### src/rtl/counter_pkg.sv
// rtl/counter_pkg.sv - constants and state encoding shared by the counter core and its UART tap
package counter_pkg;

   localparam int CNT_W           = 8;
   localparam int UART_FRAME_BITS = 10;

   localparam logic [1:0] ST_IDLE  = 2'd0;
   localparam logic [1:0] ST_START = 2'd1;
   localparam logic [1:0] ST_DATA  = 2'd2;
   localparam logic [1:0] ST_STOP  = 2'd3;

   typedef enum logic [1:0] {
      IDLE  = ST_IDLE,
      START = ST_START,
      DATA  = ST_DATA,
      STOP  = ST_STOP
   } uart_state_t;

endpackage

### src/rtl/baud_tick_gen.sv
// rtl/baud_tick_gen.sv - bit-period timer; tick marks the last enabled cycle of each UART bit
module baud_tick_gen #(
   parameter int CLKS_PER_BIT = 16
) (
   input  logic clk,
   input  logic rst_n,
   input  logic ena,
   input  logic clr,
   output logic tick
);

   localparam int CW = (CLKS_PER_BIT > 1) ? $clog2(CLKS_PER_BIT) : 1;
   localparam logic [CW-1:0] LAST = CW'(CLKS_PER_BIT - 1);

   logic [CW-1:0] cnt;

   always_ff @(posedge clk or negedge rst_n) begin
      if (!rst_n) begin
         cnt <= '0;
      end else if (ena) begin
         if (clr || cnt == LAST) cnt <= '0;
         else                    cnt <= cnt + 1'b1;
      end
   end

   assign tick = ena && !clr && (cnt == LAST);

endmodule

### src/rtl/count_uart_tx.sv
// rtl/count_uart_tx.sv - snapshots the counter value on trig and sends it as one UART 8N1 frame
module count_uart_tx
   import counter_pkg::*;
#(
   parameter int CLKS_PER_BIT = 16,
   parameter int DATA_W       = CNT_W
) (
   input  logic              clk,
   input  logic              rst_n,
   input  logic              ena,
   input  logic [DATA_W-1:0] count_in,
   input  logic              trig,
   input  logic              clr_ovr,
   output logic              tx,
   output logic              busy,
   output logic              done,
   output logic              overrun
);

   localparam int IW = (DATA_W > 1) ? $clog2(DATA_W) : 1;
   localparam logic [IW-1:0] LAST_BIT = IW'(DATA_W - 1);

   uart_state_t       state, state_d;
   logic [DATA_W-1:0] shreg, shreg_d;
   logic [IW-1:0]     bit_idx, bit_idx_d;
   logic              tx_d, busy_d, done_d, ovr_d;
   logic              tick;
   logic              baud_clr;

   // Holding the baud counter clear while idle aligns bit periods to the capture edge.
   assign baud_clr = (state == IDLE);

   baud_tick_gen #(.CLKS_PER_BIT(CLKS_PER_BIT)) u_baud (
      .clk   (clk),
      .rst_n (rst_n),
      .ena   (ena),
      .clr   (baud_clr),
      .tick  (tick)
   );

   always_ff @(posedge clk or negedge rst_n) begin
      if (!rst_n) state <= IDLE;
      else        state <= state_d;
   end

   always_comb begin
      state_d   = state;
      shreg_d   = shreg;
      bit_idx_d = bit_idx;
      tx_d      = tx;
      busy_d    = busy;
      ovr_d     = overrun;
      // done is a strict one-cycle pulse, so it drops even when ena freezes everything else.
      done_d    = 1'b0;
      if (ena) begin
         if (trig && state != IDLE) ovr_d = 1'b1;
         else if (clr_ovr)          ovr_d = 1'b0;
         case (state)
            IDLE: begin
               if (trig) begin
                  state_d   = START;
                  shreg_d   = count_in;
                  bit_idx_d = '0;
                  tx_d      = 1'b0;
                  busy_d    = 1'b1;
               end
            end
            START: begin
               if (tick) begin
                  state_d   = DATA;
                  bit_idx_d = '0;
                  tx_d      = shreg[0];
               end
            end
            DATA: begin
               if (tick) begin
                  if (bit_idx == LAST_BIT) begin
                     state_d = STOP;
                     tx_d    = 1'b1;
                  end else begin
                     bit_idx_d = bit_idx + 1'b1;
                     shreg_d   = shreg >> 1;
                     tx_d      = shreg[1];
                  end
               end
            end
            STOP: begin
               if (tick) begin
                  state_d = IDLE;
                  busy_d  = 1'b0;
                  done_d  = 1'b1;
               end
            end
            default: state_d = IDLE;
         endcase
      end
   end

   always_ff @(posedge clk or negedge rst_n) begin
      if (!rst_n) begin
         shreg   <= '0;
         bit_idx <= '0;
         tx      <= 1'b1;
         busy    <= 1'b0;
         done    <= 1'b0;
         overrun <= 1'b0;
      end else begin
         shreg   <= shreg_d;
         bit_idx <= bit_idx_d;
         tx      <= tx_d;
         busy    <= busy_d;
         done    <= done_d;
         overrun <= ovr_d;
      end
   end

endmodule

### config.mk
export PLATFORM = sky130hd
export DESIGN_NAME = count_uart_tx
export DESIGN_NICKNAME = d
export VERILOG_FILES = /design/src/rtl/counter_pkg.sv /design/src/rtl/baud_tick_gen.sv /design/src/rtl/count_uart_tx.sv
export SDC_FILE = /design/constraint.sdc
export NUM_CORES = 1
export LEC_CHECK = 0
export ABC_AREA = 1
export CORE_ASPECT_RATIO = 1.4
export CORE_MARGIN = 2
export CORE_UTILIZATION = 30
export CTS_CLUSTER_SIZE = 10
export DETAILED_ROUTE_END_ITERATION = 7
export GPL_TIMING_DRIVEN = 0
export PLACE_DENSITY_LB_ADDON = 0.05
export RECOVER_POWER = 50
export SLEW_MARGIN = 0
export SYNTH_ARGS = -nofsm -noshare
export SYNTH_HDL_FRONTEND = slang
export SYNTH_SLANG_ARGS = --single-unit
### constraint.sdc
create_clock -name clk -period 3.9 [get_ports clk]
set_clock_uncertainty 0.05 [all_clocks]
set_input_delay 0.78 -clock clk [delete_from_list [all_inputs] [get_ports clk]]
set_output_delay 0.78 -clock clk [all_outputs]
set_load 0.005 [all_outputs]
# [Word level (Yosys, flattened, before mapping)]
# Index checks and enable logic that the tools add are counted.
[classes] addsub=2 eq_ne=11 mux=29 n_reduce_logical=17
[ops] op="8-bit two-way mux" count=3
[ops] op="8-bit case mux with 2 select lines" count=1
[ops] op="3-bit two-way mux" count=4
[ops] op="2-bit != test (second input constant)" count=6
[ops] op="6-bit AND reduction" count=2
[ops] op="1-bit two-way mux" count=11
[ops] op="2-bit two-way mux" count=5
[ops] op="5-bit AND reduction" count=2
[ops] op="3-bit case mux with 3 select lines" count=1
[ops] op="2-bit case mux with 4 select lines" count=1
[ops] op="2-bit nonzero test" count=4
[ops] op="4-bit by 1-bit adder with 4-bit output (second input constant)" count=1
[ops] op="2-bit == test (second input constant)" count=2
[ops] op="4-bit == test (second input constant)" count=1
[ops] op="4-bit two-way mux" count=1
[ops] op="4-bit AND reduction" count=1
[ops] op="3-bit by 1-bit adder with 3-bit output (second input constant)" count=1
[ops] op="3-bit == test (second input constant)" count=1
[ops] op="1-bit logical AND" count=3
[ops] op="1-bit case mux with 3 select lines" count=1
[ops] op="3-bit nonzero test" count=1
[ops] op="2-bit by 1-bit == test with 1-bit output (second input constant)" count=1
[ops] op="2-bit logical NOT" count=1
[ops] op="1-bit case mux with 2 select lines" count=1
[ops] op="other kinds (3)" count=3
[word_totals] register_bits=21 out_inout_bits=4

# [Logic depth before layout (Yosys ltp)]
# Gate-level depths: netlist (run 1).
[logic_depth] word_depth=7 mapped_depth=11

# [Cells and area by module]
# A second synthesis (run 1) with hierarchy kept.
[hier_totals] cells_unflattened=163 area_unflattened_um2=1221.2
[modules_own_cells] mod="count_uart_tx" instances=1 cells_per_inst=132 area_each_um2=997.2 seq_area_each_um2=426.7
[modules_own_cells] mod="baud_tick_gen" instances=1 cells_per_inst=31 area_each_um2=224.0 seq_area_each_um2=100.1

# [Worst setup path after synthesis (run 1)]
# Ideal clock, no wire load.
[synth_timing] path_type="input-to-reg" start="in trig" end="reg shreg[2]" arrival_ns=1.392 t_required_ns=3.728 setup_slack_ns=2.336 cell_stages=8 n_path_buf=1 path_cell_list="inv_1 > nand2_1 > nand2_1 > nor2_4 > nand2_4 > buf_12 > nand2_2 > o21ai_2"
[synth_via] elab_chain_len=2
[synth_lines] element="start, declared" line_no="count_uart_tx.sv:12" rtl="input logic trig,"
[synth_lines] element="2-bit != test (no source line)"
[synth_lines] element="5-bit AND reduction (no source line)"
[synth_lines] element="end signal, assigned" line_no="count_uart_tx.sv:108" rtl="shreg <= shreg_d;"
[synth_lines] element="end, declared" line_no="count_uart_tx.sv:24" rtl="logic [DATA_W-1:0] shreg, shreg_d;"
# No other way between the ends.
# A chain may end at the register's enable or synchronous reset.

# [Worst setup path after layout (run 1)]
[layout_timing] start="in ena" end="reg shreg[7]"
[layout_via] elab_chain_len=4
[layout_lines] element="start, declared" line_no="count_uart_tx.sv:10" rtl="input logic ena,"
[layout_lines] element="1-bit logical AND (2 in a row)" line_no="baud_tick_gen.sv:26" rtl="assign tick = ena && !clr && (cnt == LAST);"
[layout_lines] element="2-bit != test (no source line)"
[layout_lines] element="5-bit AND reduction (no source line) *"
# Every way passes the cells marked *; elsewhere a longest branch is shown, timed or not.

==> flow_summary.yaml, run 1 <==
layout:
  drive_above_1_share_pct: 15.9
  syn2layout_area_growth_pct: 19.6
  final_nets: 178
  multi_input_area_um2: 608
  nFillCells: 413
  register_area_um2: 527
  diodes: 0
clock_network:
  cts.path.max_buffers: 2
  cts_tree: "built"
  clockRootBuffer: "clkbuf_8"
  cts_buffers: 3
  holdBufCountCts: 0
  cts.sink_count: 21
  h-tree-depth: 1
  path_clk_slew_ns: 0.08
  post_cts_buffers: 0
  clk_latency_ns: 0.26
  cts.repair.resized: 0
worst_setup_path:
  r2r_cells: 10
  ff2ff_setup_slack_ns: 2.11
  r2r-start: "state[1]"
  endpoint_kind: "flip-flop"
  cp_max_fo: 10
  worst-setup-path-type: "in2reg"
  crit_start: "ena"
  r2r_end: "shreg[0]"
  start_kind: "primary input"
  critPathRequiredTime_ns: 4.01
  cp_data_arrival_time_ns: 2.28
  endpoint: "shreg[7]"
detailed_routing:
  drtPass1Iterations: 4
  postRouteAntennaNets: 0
  wire_per_inst_um: 11.8
  drt_iter0_drc: 35
  via_per_inst: 4.78
  route.vias.total: 956
  drt_wl_total_um: 2370
  drc: 0
sta:
  tns_ns: 0
  post-route-period-util_pct: 55.7
  hold_viol: 0
  max_slew.worst_pin.slew_ns: 1.01
  rsz0062_at_grt: "false"
  drv_slew: 0
  period_needed_ns: 2.17
  hold_slack_ns: 0.418
  finalSetupViolations: 0
  timing.fmax_mhz: 460
  slew_headroom_pct: 32.4
floorplan:
  die_y_um: 80.3
  die_area_mm2: 0.00469
  core_area_mm2: 0.00395
  floorplan.io_pins: 17
  start_util_pct: 31.5
  chipWidth_um: 58.5
  num_rows: 27
grt:
  grtUsageTotal_pct: 11.6
  grt_pass1_vias: 967
  grt_overflow: 0
  antenna_found_initial: 0
  grt_pass1_wl_um: 4150
  grt_max_degree: 22
synth:
  synth-async-reset-ratio_pct: 100
  synth_flop_cell: "dfrtp_1"
  yosysWarnings: 0
  synth_top_area_share_pct: 40.2
  synthCells: 137
  synthTopCellsByArea: "dfrtp_1, nand2_1, ha_1, o21ai_2, mux2i_1"
  synth_nets: 157
  synthesis.area_mm2: 0.00125
  synth_largest_area_cell: "dfrtp_1"
  synth-seq-cells: 21
  synth_edf_count: 0
  synth_cell_types: 25
  avgSynthCellArea_um2: 9.10
  yosysSeqAreaShare_pct: 42.3
power:
  ir_drop_v: 0.000322
  cellPowerDensity_mw_per_mm2: 647
  p_leak_nw: 0.734
run_status:
  status: "finished clean"
placed_design:
  hpwl_um: 1830
  io_buffers: 16
  place_congestion: 0.783
min_path:
  hold_path_class: "reg2reg"
flow_run:
  drv_cap: 0
==> area by class of cell <==
type                    instances  area share, %
multi-input cells              97           40.8
inverters                      17           4.37
plain buffers                   2           2.10
repair buffers                 16           10.7
well taps                      43           3.61
flip-flops and latches         21           35.3
clock buffers                   4           3.02
==> report_power, final <==
group | total [W] | switching (W) | internal, W
sequential | 0.000352 | 0.0000543 | 0.000297
clock | 0.000146 | 0.0000736 | 0.0000729
combinational | 0.000466 | 0.000264 | 0.000202
==> synth_stat cells (2+ instances only) <==
| cell type | count |
|---|---|
| dfrtp_1 | 20 |
| nor2_1 | 5 |
| nand4_1 | 7 |
| nand2_2 | 4 |
| nand2_1 | 38 |
| o21ai_2 | 8 |
| inv_1 | 14 |
| mux2i_1 | 6 |
| ha_1 | 7 |
| nand3_1 | 6 |
| inv_2 | 2 |
| o21ai_0 | 5 |
| nand2_4 | 3 |
==> metrics by stage <==
step	cell area, µm²	std cells	power [W]	setup WS (ns)	utilization, %
after detailed placement	1460	196	0.000843	1.62	36.9
after floorplan	1250	137	0.000721	2.34	-
after CTS	1510	200	0.000994	1.77	38.1
after global routing	1490	200	0.00106	1.60	37.7
after global placement	1460	196	0.000833	1.63	36.9
final	1490	200	0.000964	1.73	37.7
==> registers in the layout, indices dropped and copies added, names as in the netlist <==
| register | flops |
|---|---|
| state | 2 |
| overrun | 1 |
| bit_idx | 3 |
| shreg | 8 |
| done | 1 |
| tx | 1 |
| busy | 1 |
| u_baud.cnt | 4 |
==> cell families (layout without fill, tap and decap cells) <==
group | count (synthesis) | after routing | synth area share [%]
compound gates | 16 | 16 | 10.3
xor+xnor | 2 | 2 | 1.41
fa+ha+maj | 7 | 7 | 7.03
buf+inv | 19 | 39 | 7.73
flops | 21 | 21 | 42.3
mux | 6 | 6 | 4.82
simple gates | 66 | 66 | 26.4
==> worst min path at each step <==
stage / from / endpoint / slack (ns) / cells after the start
floorplan: bit_idx[1] / bit_idx[1] / 0.40 / 2
global placement: tx / tx / 0.41 / 2
detailed placement: tx / tx / 0.41 / 2
CTS: tx / tx / 0.42 / 2
global route: tx / tx / 0.45 / 2
finish: tx / tx / 0.42 / 2
==> worst max-delay path, stage by stage <==
cell and delay, ns:
dlygate4sd3_1 0.63, nand2_1 0.17, inv_1 0.13, nand2_1 0.12
nand2_2 0.10, nand2_4 0.09, buf_12 0.16, nand2_2 0.05
o21ai_2 0.04
==> layout by cell type (no fill, tap or decap), types with 2 or more instances in the layout <==
cell type / netlist / layout
nand3_1: 6 / 6
dfrtp_1: 20 / 20
o21ai_2: 8 / 8
dlygate4sd3_1: 0 / 2
inv_1: 14 / 15
clkdlybuf4s50_1: 0 / 14
clkbuf_8: 0 / 3
nand4_1: 7 / 7
nand2_1: 38 / 40
o21ai_0: 5 / 5
nand2_2: 4 / 4
ha_1: 7 / 7
nor2_1: 5 / 5
mux2i_1: 6 / 6
==> routing by layer <==
metal  vias up  track usage, %  share of wire, %
li1        481               -                 -
met1       447            12.5                40
met2        19            20.8                53
met3         9            2.09               3.9
met4         0            6.28               3.1
met5         -               0                 0
Note: power is estimated with default switching activity, not from simulation.
==> inputs of run 2 (changes only) <==
Clock period 3.9 ns to 2.16 ns, I/O delays scaled along.
==> run 2 against run 1 <==
Net effect: clock power is 81% higher; via count is 0.10% higher; clock-buffer cell count stayed put; sequential share of layout area stayed put; sequential power is 80% higher; final cell count stayed put; core utilization stayed put; combinational power is 80% higher; critical path depth is 1 higher; critical path type is now reg2reg; highest routed layer unchanged.
==> flow_summary.yaml, run 2 (synthesized netlist as in run 1, its figures left out) <==
layout:
  layout_commonest_cell: "nand2_1"
  stdcell_count: 200
  syn2layout_area_growth_pct: 19.6
  final_nets: 178
  final_cell_mix: "nand2_1, dfrtp_1, inv_1, clkdlybuf4s50_1, o21ai_2"
  nFillCells: 413
  largestRegisters: "shreg x8, u_baud.cnt x4, bit_idx x3"
  diodes: 0
  drive_above_1_share_pct: 15.9
  stdcell_area_mm2: 0.00149
  regMostFlops: "shreg"
  largest_reg_flops: 8
sta:
  finalSetupViolations: 0
  period_needed_ns: 1.78
  hold_viol: 0
  max_slew.worst_pin.slew_ns: 1.01
  drv_slew: 0
  rsz0062_at_grt: "false"
  slew_headroom_pct: 32.4
  tns_ns: 0
  post-route-period-util_pct: 82.6
  fin_ws_ns: 0.375
  timing.fmax_mhz: 560
detailed_routing:
  postRouteAntennaNets: 0
  drc: 0
  drt_wl_total_um: 2360
  route.vias.total: 957
  drtPass1Iterations: 4
  wire_per_inst_um: 11.8
  drt_iter0_drc: 35
  via_per_inst: 4.79
placed_design:
  place_congestion: 0.783
  pre_cts_ws_ns: 0.226
  io_buffers: 16
  placed_area_mm2: 0.00146
  hpwl_um: 1830
  dp_cells: 196
worst_setup_path:
  start_kind: "flip-flop"
  r2r_cells: 10
  worst-setup-path-type: "reg2reg"
  cp_max_fo: 10
  critPathRequiredTime_ns: 2.26
  cp_data_arrival_time_ns: 1.89
  endpoint_kind: "flip-flop"
grt:
  met3_usage_pct: 2.09
  use_met2_pct: 20.8
  grt_max_degree: 22
  antenna_found_initial: 0
  grt_overflow: 0
  busiest_layer: "met2"
  globalRouteMet1Util_pct: 12.5
  grt_pass1_wl_um: 4150
  grt_pass1_vias: 967
  grtUsageTotal_pct: 11.6
clock_network:
  holdBufCountCts: 0
  clk_latency_ns: 0.26
  path_clk_slew_ns: 0.08
  cts_buffers: 3
  h-tree-depth: 1
  post_cts_buffers: 0
  cts.sink_count: 21
  cts.repair.resized: 0
  cts.path.max_buffers: 2
  cts_tree: "built"
  clockRootBuffer: "clkbuf_8"
flow_run:
  drv_cap: 0
floorplan:
  die_area_mm2: 0.00469
  core_area_mm2: 0.00395
  die_y_um: 80.3
  floorplan.io_pins: 17
  chipWidth_um: 58.5
  start_util_pct: 31.5
  num_rows: 27
min_path:
  hold_path_depth: 2
  hold_path_class: "reg2reg"
power:
  ir_drop_v: 0.000582
  p_leak_nw: 0.734
  power.total_w: 0.00174
  cellPowerDensity_mw_per_mm2: 1170
run_status:
  status: "finished clean"
## run 2: cell count changes in the layout (fill, tap and decap cells not counted)
cell,before,now
clkdlybuf4s50_1,14,15
dlygate4sd3_1,2,1
## run 2: worst max-delay path, stage by stage, from the launching register on
cell	delay [ns]
dfrtp_1	0.42
inv_1	0.09
ha_1	0.23
inv_1	0.06
nand2_1	0.15
inv_1	0.10
nand2_1	0.15
nand2_2	0.09
nand2_4	0.12
buf_12	0.15
o21ai_2	0.05
## run 2: path summary, 6_finish.rpt
| kind | start | endpoint | slack [ns] |
|---|---|---|---|
| worst max-delay path | state[1] | shreg[0] | 0.38 |
| worst max register to register | state[1] | shreg[0] | 0.38 |
| worst min register to register | tx | tx | 0.42 |
| min in group asynchronous | rst_n | done | 0.73 |
| worst min-delay path | tx | tx | 0.42 |
| max in group asynchronous | rst_n | bit_idx[2] | 0.71 |
## run 2: through the flow
step | hold slack [ns] | utilization, %
3_3_place_gp | 0.410 | 36.9
5_1_grt | 0.449 | 37.7
3_5_place_dp | 0.407 | 36.9
6_report | 0.418 | 37.7
2_1_floorplan | 0.0864 | -
4_1_cts | 0.422 | 38.1
## run 2: cell type report
type,count,area [µm²],share of cell area (%)
flip-flops and latches,21,527,35.3
multi-input cells,97,608,40.8
plain buffers,2,31.3,2.10
repair buffers,16,160,10.7
well taps,43,53.8,3.61
inverters,17,65.1,4.37
clock buffers,4,45.0,3.02
## run 2: layer usage
layer  part of all wire (%)  wire length (µm)
met2                     53              1250
met3                    3.9                93
met4                    3.1                74
met5                      0                 0
met1                     40               947
## run 2: where the power goes
group / leakage [nW] / switching, W / internal, W
Clock: 0.0228 / 0.000133 / 0.000132
Combinational: 0.446 / 0.000476 / 0.000366
Sequential: 0.265 / 0.0000980 / 0.000537
Total: 0.734 / 0.000707 / 0.00103
==> inputs of run 3 (changes only) <==
Clock period 2.16 ns to 1.4 ns, I/O delays scaled along.
==> run 3 against run 2 <==
Net effect: the run now ends with setup timing left; core utilization is 8.3 points higher; final cell count is 11% higher; combinational power grew 150%; routed wire length grew 13%; worst setup slack worse by 0.50 ns; critical path depth decreased by 2; first-iteration DRC count fell by 34%; design area increased by 22%; via count increased by 9.1%; largest cell class unchanged.
==> flow_summary.yaml, run 3 (synthesized netlist as in run 1, its figures left out) <==
grt:
  grt_pass1_vias: 1071
  grt_pass1_wl_um: 4690
  grtUsageTotal_pct: 13.0
  antenna_found_initial: 0
  grt_max_degree: 22
  grt_overflow: 0
power:
  cellPowerDensity_mw_per_mm2: 1910
  pwr-share-comb_pct: 59.6
  ir_drop_v: 0.00106
  p_sw_w: 0.00137
  switching_share_pct: 39.4
  p_int_w: 0.00211
  seqPwrFrac_pct: 28.7
  p_leak_nw: 0.903
  power_frac_clock_pct: 11.7
clock_network:
  h-tree-depth: 1
  cts_tree: "built"
  holdBufCountCts: 0
  cts.sink_count: 21
  clockRootBuffer: "clkbuf_8"
  cts.path.max_buffers: 2
  clk_latency_ns: 0.26
  path_clk_slew_ns: 0.08
  cts_buffers: 3
placed_design:
  io_buffers: 16
  dp_cells: 196
  place_congestion: 0.763
  hpwl_um: 1830
worst_setup_path:
  cp_data_arrival_time_ns: 1.63
  max_stage_delay_ns: 0.40
  worst-setup-path-type: "reg2reg"
  cp_slowest_cell: "dfrtp_1"
  crit_top_cell: "nand2_1"
  cp_max_fo: 5
  start_kind: "flip-flop"
  endpoint_kind: "flip-flop"
  path_cells: "inv_2 > ha_4 > nor2_4 > buf_4 > a21boi_4 > nand3_2 > nand2_1 > nand2_1"
  critPathRequiredTime_ns: 1.50
  ff2ff_setup_slack_ns: -0.13
layout:
  stdcell_count: 221
  final_nets: 199
  syn2layout_area_growth_pct: 45.9
  layout_commonest_cell: "nand2_1"
  regMostFlops: "shreg"
  diodes: 0
  drive_above_1_share_pct: 40.4
  largest_reg_flops: 8
  final_cell_mix: "nand2_1, dfrtp_1, buf_4"
  largestRegisters: "shreg x8, u_baud.cnt x4, bit_idx x3"
sta:
  rsz0062_at_grt: "true"
  fin_ws_ns: -0.126
  period_needed_ns: 1.53
  timing.fmax_mhz: 655
  max_slew.worst_pin.slew_ns: 1.20
  slew_headroom_pct: 20.0
  post-route-period-util_pct: 109
  drv_slew: 0
  tns_ns: -1.27
  finalSetupViolations: 13
  hold_viol: 0
floorplan:
  start_util_pct: 31.5
  floorplan.io_pins: 17
  core_area_mm2: 0.00395
  chipWidth_um: 58.5
  die_area_mm2: 0.00469
  num_rows: 27
  die_y_um: 80.3
detailed_routing:
  drtPass1Iterations: 2
  drc: 0
  drt_wl_total_um: 2660
  wire_per_inst_um: 12.0
  route.vias.total: 1044
  via_per_inst: 4.72
  drt_iter0_drc: 23
  postRouteAntennaNets: 0
flow_run:
  drv_cap: 0
run_status:
  status: "finished with violations"
  violations: "setup timing"
min_path:
  hold_path_class: "in2async"
run 3: critical path: cells and delay by family (launching register included):
| kind | cells | cell delay [ns] |
|---|---|---|
| DFF | 1 | 0.40 |
| adders and majority gates | 1 | 0.22 |
| and+or+nand+nor | 4 | 0.32 |
| AOI/OAI and AO/OA | 1 | 0.19 |
| buffers and inverters | 2 | 0.25 |
run 3: repair_timing:
item                                    in CTS  in global routing
pin swaps                                    7                  4
setup buffers                               15                  6
gates cloned                                 1                  0
endpoints found under the setup margin      18                 37
resized for setup                           27                  9
run 3: worst paths after layout:
| check | from | to | cells past startpoint |
|---|---|---|---|
| min in group clk | tx | tx | 2 |
| hold / removal | rst_n | done | 1 |
| max in group asynchronous | rst_n | u_baud.cnt[1] | 1 |
| hold reg to reg | tx | tx | 2 |
| setup reg to reg | state[0] | bit_idx[1] | 8 |
| setup / recovery | state[0] | bit_idx[1] | 8 |
run 3: metal layers:
metal  up-vias  track usage [%]  part of all wire (%)
met4         0             3.95                   1.2
met5         -                0                     0
met2        16             24.3                    56
met1       497             14.6                    39
met3         4             2.09                   3.8
li1        527                -                     -
run 3: layout make-up:
| class | count | area [µm²] |
|---|---|---|
| Fill cell | 408 | 2130 |
| Multi-Input combinational cell | 97 | 744 |
| Sequential cell | 21 | 527 |
| Timing Repair Buffer | 37 | 338 |
| Inverter | 17 | 70.1 |
| Tap cell | 43 | 53.8 |
| Clock buffer | 4 | 45.0 |
| Buffer | 2 | 40.0 |
run 3: per-stage QoR:
step	hold slack, ns	worst slack [ns]	power, W	area [µm²]	utilization (%)
global placement	0.408	-0.355	0.00246	1500	38.1
global route	0.291	-0.201	0.00379	1820	46.0
detailed placement	0.409	-0.355	0.00248	1500	38.1
finish	0.191	-0.126	0.00348	1820	46.0
CTS	0.423	-0.0948	0.00343	1770	44.7
floorplan	-0.0656	-0.0303	0.00214	1290	-
run 3: power groups by stage:
| stage | sequential [W] | combinational, W | clock [W] |
|---|---|---|---|
| final | 0.000997 | 0.00207 | 0.000407 |
| after global routing | 0.00102 | 0.00232 | 0.000454 |
| after CTS | 0.000996 | 0.00200 | 0.000438 |
| after detailed placement | 0.00100 | 0.00148 | 0 |
| after global placement | 0.000996 | 0.00147 | 0 |
| after floorplan | 0.000972 | 0.00117 | 0 |
